### src/rtl/sdram_slot_arb.sv
// ---------------------------------------------------------------------------
// sdram_slot_arb : round-robin slot arbiter for one port of the slotted SDRAM controller. Rev 1.0
// ---------------------------------------------------------------------------
`default_nettype none

module sdram_slot_arb #(
  parameter int NCLI   = 3,
  parameter int RD_LAT = 12
) (
  input  logic                 clk,
  input  logic                 reset,
  input  logic                 slot_sync,
  input  logic [NCLI-1:0]      c_req,
  input  logic [2*NCLI-1:0]    c_we,
  input  logic [20*NCLI-1:0]   c_addr0,
  input  logic [20*NCLI-1:0]   c_addr1,
  input  logic [16*NCLI-1:0]   c_din,
  output logic [NCLI-1:0]      c_ack,
  output logic [NCLI-1:0]      c_rvalid,
  output logic [31:0]          c_rdata0,
  output logic [31:0]          c_rdata1,
  output logic [19:0]          mem_addr0,
  output logic [19:0]          mem_addr1,
  output logic [15:0]          mem_din,
  output logic [1:0]           mem_wr,
  output logic                 mem_rd,
  input  logic [31:0]          mem_dout0,
  input  logic [31:0]          mem_dout1,
  output logic                 busy
);

  localparam int IDW = (NCLI > 2) ? 2 : 1;

  logic [IDW-1:0]  r_ptr;
  logic [19:0]     r_mem_addr0;
  logic [19:0]     r_mem_addr1;
  logic [15:0]     r_mem_din;
  logic [1:0]      r_mem_wr;
  logic            r_mem_rd;
  logic [NCLI-1:0] r_ack;
  logic [NCLI-1:0] r_rvalid;
  logic [31:0]     r_rdata0;
  logic [31:0]     r_rdata1;

  logic [RD_LAT-1:0] r_tag_v;
  logic [IDW-1:0]    r_tag_id [RD_LAT];

  logic            w_any;
  logic [IDW-1:0]  w_win;
  logic [NCLI-1:0] w_ack;
  logic [19:0]     w_addr0;
  logic [19:0]     w_addr1;
  logic [15:0]     w_din;
  logic [1:0]      w_we;

  // Scan farthest-to-nearest from pointer+1 so the nearest requester overwrites.
  always_comb begin
    w_any = 1'b0;
    w_win = '0;
    for (int k = NCLI; k >= 1; k--) begin
      for (int j = 0; j < NCLI; j++) begin
        if (c_req[j] && (j == ((int'(r_ptr) + k) % NCLI))) begin
          w_any = 1'b1;
          w_win = IDW'(j);
        end
      end
    end
  end

  always_comb begin
    w_ack   = '0;
    w_addr0 = '0;
    w_addr1 = '0;
    w_din   = '0;
    w_we    = '0;
    for (int j = 0; j < NCLI; j++) begin
      if (w_win == IDW'(j)) begin
        w_ack[j] = w_any;
        w_addr0  = c_addr0[j*20 +: 20];
        w_addr1  = c_addr1[j*20 +: 20];
        w_din    = c_din[j*16 +: 16];
        w_we     = c_we[j*2 +: 2];
      end
    end
  end

  always_ff @(posedge clk) begin
    if (reset) begin
      r_ptr       <= IDW'(NCLI - 1);
      r_mem_addr0 <= '0;
      r_mem_addr1 <= '0;
      r_mem_din   <= '0;
      r_mem_wr    <= '0;
      r_mem_rd    <= 1'b0;
      r_ack       <= '0;
    end else begin
      r_ack <= '0;
      if (slot_sync) begin
        if (w_any) begin
          r_mem_addr0 <= w_addr0;
          r_mem_addr1 <= w_addr1;
          r_mem_din   <= w_din;
          r_mem_wr    <= w_we;
          r_mem_rd    <= ~|w_we;
          r_ack       <= w_ack;
          r_ptr       <= w_win;
        end else begin
          r_mem_wr <= '0;
          r_mem_rd <= 1'b0;
        end
      end
    end
  end

  // The held command always belongs to r_ptr: grants update both together.
  always_ff @(posedge clk) begin
    if (reset) begin
      r_tag_v <= '0;
      for (int i = 0; i < RD_LAT; i++) begin
        r_tag_id[i] <= '0;
      end
    end else begin
      r_tag_v[0]  <= slot_sync & r_mem_rd;
      r_tag_id[0] <= r_ptr;
      for (int i = 1; i < RD_LAT; i++) begin
        r_tag_v[i]  <= r_tag_v[i-1];
        r_tag_id[i] <= r_tag_id[i-1];
      end
    end
  end

  always_ff @(posedge clk) begin
    if (reset) begin
      r_rvalid <= '0;
      r_rdata0 <= '0;
      r_rdata1 <= '0;
    end else begin
      r_rvalid <= '0;
      if (r_tag_v[RD_LAT-1]) begin
        r_rdata0 <= mem_dout0;
        r_rdata1 <= mem_dout1;
        for (int j = 0; j < NCLI; j++) begin
          r_rvalid[j] <= (r_tag_id[RD_LAT-1] == IDW'(j));
        end
      end
    end
  end

  assign mem_addr0 = r_mem_addr0;
  assign mem_addr1 = r_mem_addr1;
  assign mem_din   = r_mem_din;
  assign mem_wr    = r_mem_wr;
  assign mem_rd    = r_mem_rd;
  assign c_ack     = r_ack;
  assign c_rvalid  = r_rvalid;
  assign c_rdata0  = r_rdata0;
  assign c_rdata1  = r_rdata1;
  assign busy      = (slot_sync & r_mem_rd) | (|r_tag_v) | (|r_rvalid);

endmodule

`default_nettype wire

### config.mk
export PLATFORM = sky130hd
export DESIGN_NAME = sdram_slot_arb
export DESIGN_NICKNAME = d
export VERILOG_FILES = /design/src/rtl/sdram_slot_arb.sv
export SDC_FILE = /design/constraint.sdc
export NUM_CORES = 1
export LEC_CHECK = 0
export BUFFER_PORTS_ARGS = -buffer_cell sky130_fd_sc_hd__buf_2
export CAP_MARGIN = 15
export CORE_AREA = 2 2 144 146
export CTS_CLUSTER_DIAMETER = 50
export DETAILED_ROUTE_END_ITERATION = 10
export DIE_AREA = 0 0 146 148
export PLACE_DENSITY = 0.72
export SYNTH_ARGS = -nofsm -noshare
export SYNTH_HDL_FRONTEND = slang
export SYNTH_SLANG_ARGS = --single-unit
### constraint.sdc
create_clock -name clk -period 1.96 [get_ports clk]
set_clock_uncertainty 0.2 [all_clocks]
set_input_delay 0.196 -clock clk [delete_from_list [all_inputs] [get_ports clk]]
set_output_delay 0.196 -clock clk [all_outputs]
set_load 0.05 [all_outputs]
==> flow_summary.toml <==
[outcome]
status = "finished with violations"
violations = "setup timing"

[power]
clkPwrFrac_pct = 31.5
p_comb_share_pct = 33.7
switching_share_pct = 34.5
intPower_mw = 7.00
p_per_area_mw_per_mm2 = 870
p_sw_mw = 3.69
power_mw = 10.7
ir_drop_v = 0.000572
p_seq_share_pct = 34.8
p_leak_nw = 5.47

[cells_and_area]
syn_to_final_growth_pct = 91.8
nNetsFinal = 1492
layout_commonest_cell = "buf_2"
fin_area_mm2 = 0.0123
final_cell_mix = "buf_2, dlygate4sd3_1, dfxtp_1, nor2_1, mux2i_1"
fill_cells = 1537
drive_above_1_share_pct = 40.3
layout.cells.non_filler = 1532

[setup_path]
crit_path_max_fanout = 5
worstReg2RegStart = "r_ptr[0]"
reg2reg_slack_ns = -0.36
reg2regPathDepth = 9
startpoint_type = "flip-flop"
crit_path_end = "mem_addr0[10]"
cp.required_ns = 2.06
path_class = "flip-flop to flip-flop"
r2r_end = "mem_addr0[10]"
endpoint_kind = "flip-flop"
critPathArrivalTime_ns = 2.42
crit_path_start = "r_ptr[0]"

[timing]
setup_slack_ns = -0.360
final-setup-viol-count = 60
period_needed_ns = 2.32
finalHoldViolCount = 0
rsz0062_at_grt = "yes"
max-slew-margin-rel_pct = 27.3
fmax_mhz = 431
hold_ws_ns = 0.00413
period_share_pct = 118
tightest_slew_ns = 1.09
maxSlewViolCount = 0

[die]
rows = 52
dieHeight_um = 148
dieArea_mm2 = 0.0216
start_util_pct = 32.0
core_mm2 = 0.0200
dieWidth_um = 146
io_pins = 374

[route]
vias_per_cell = 5.23
drtPass1Iterations = 10
routed_wl_mm = 30.9
wire_per_inst_um = 20.2
vias = 8010
antenna_left = 0
drt_iter0_drc = 780
drc = 0

[synthesis]
dominantRegCellSynth = "dfxtp_1"
synth_fp_nets = 881
yosys-top-cells-area = "dfxtp_1, mux2i_1, nor2_1"
syn_area_mm2 = 0.00640
ys_ff_latch = 167
syn_inst = 635
async_flop_share_pct = 0
synth.yosys.seq_area_share_pct = 52.2
netlist-cell-type-count = 44
yosys.area.top_type_share_pct = 52.2
yosysTopAreaCell = "dfxtp_1"
syn_avg_cell_area_um2 = 10.1
synth_edf_count = 0
yosys_warnings = 0

[placed_design]
post-place-ws_ns = -0.301
dpl_cell_area_mm2 = 0.00874
place_congestion = 0.839
dpl.hpwl_mm = 15.4
portBuffers = 373
place_inst = 1251

[global_route]
grt_max_degree = 81
grt_pass1_vias = 7994
grt.overflow.total = 0
grt_pass1_wl_mm = 44.2
antenna_found_initial = 3
grt_use_total_pct = 26.0

[clocking]
root_buffer = "clkbuf_16"
tritoncts = "built"
clock_latency_ns = 0.42
cts_buffers = 17
cts_buffer_depth = 2
clkSinkCount = 167
clk_pin_slew_ns = 0.08
cts_htree_levels = 4

[worst_hold_path]
hold_path_class = "input pin to flip-flop"
min_from = "c_addr0[33]"

[job]
maxCapViolCount = 0
## worst min path at each step
stage	slack, ns	to	depth (start not counted)
after floorplan	0.13	r_tag_v[0]	2
after global placement	0.22	r_tag_id[1][1]	1
after detailed placement	0.22	r_tag_id[1][0]	1
after CTS	0.00003	mem_addr0[6]	4
after global routing	0.02	mem_addr1[19]	4
final	0.004	mem_addr0[13]	4
## critical path, stage by stage, from the launching register on
cell and delay [ns]:
dfxtp_2 0.35, inv_2 0.06, ha_4 0.31, nor2_4 0.06, o41ai_4 0.34, buf_6 0.18, buf_6 0.14, buf_16 0.12
a222oi_1 0.11, a211oi_1 0.34
## sequential cells by signal (all words and copies together) (netlist names)
name / cells
c_ack: 3
c_rdata0: 32
c_rdata1: 32
c_rvalid: 3
mem_addr0: 20
mem_addr1: 20
mem_din: 16
mem_rd: 1
mem_wr: 2
r_ptr: 2
r_tag_id: 24
r_tag_v: 12
## through the flow
step	utilization, %	TNS, ns
6_report	61.3	-12.10
3_5_place_dp	43.6	-14.80
3_3_place_gp	43.6	-12.00
2_1_floorplan	-	-7.06
5_1_grt	61.3	-17.36
4_1_cts	60.0	-11.47
## final cells by class
type / count / area (µm²) / share of cell area (%)
inverters: 3 / 11.3 / 0.0917
multi-input cells: 404 / 2970 / 24.2
diodes: 3 / 7.51 / 0.0611
repair buffers: 653 / 5010 / 40.8
flip-flops and latches: 167 / 3350 / 27.3
clock buffers: 18 / 429 / 3.49
clock inverters: 14 / 166 / 1.35
well taps: 270 / 338 / 2.75
## routing by layer
layer  GRT usage, %  part of all wire (%)
met3           6.98                   9.5
met1           28.0                    36
met4           14.5                   5.4
met2           46.3                    49
met5              0                 0.042
## power groups by stage
| stage | Sequential, mW | Clock [mW] | Combinational [mW] |
|---|---|---|---|
| final | 3.72 | 3.36 | 3.61 |
| after floorplan | 4.41 | 0 | 0.939 |
| after CTS | 3.70 | 3.44 | 3.20 |
| after detailed placement | 3.77 | 0 | 2.44 |
| after global placement | 3.77 | 0 | 2.43 |
| after global routing | 3.73 | 3.57 | 3.73 |
## Yosys cell counts, types with 2 or more instances
cell type    n
nand2_1     21
buf_4        5
dfxtp_1    167
a21oi_1     22
nor2b_1     34
buf_2       12
a211oi_1    41
buf_6        3
buf_1        9
nor2_1     110
inv_1        3
mux2i_1     64
ha_1         2
nand2b_1     2
a222oi_1    38
clkbuf_1    33
nor3_1       2
nor3b_1      3
a221o_1     19
nor4_1       3
nor4bb_1     2
o211ai_1    18
## repair_timing
| item | in CTS | in global routing |
|---|---|---|
| hold endpoints to repair | 134 | 1 |
| cloned | 11 | 8 |
| endpoints found under the setup margin | 62 | 102 |
| setup buffers | 14 | 10 |
| resized for setup | 55 | 32 |
| hold buffers | 210 | 1 |
| pin swaps | 25 | 59 |
## kinds of logic (layout without fill, tap and decap cells)
kind of cell | Yosys count | in the layout | share of synthesized area [%]
buf+inv | 65 | 688 | 4.69
other cells | 0 | 3 | 0
fa+ha+maj | 2 | 2 | 0.391
simple gates | 185 | 185 | 13.2
mux | 64 | 64 | 10.0
compound gates | 152 | 153 | 19.6
flops | 167 | 167 | 52.2
Power figures use the tool's default switching activity.
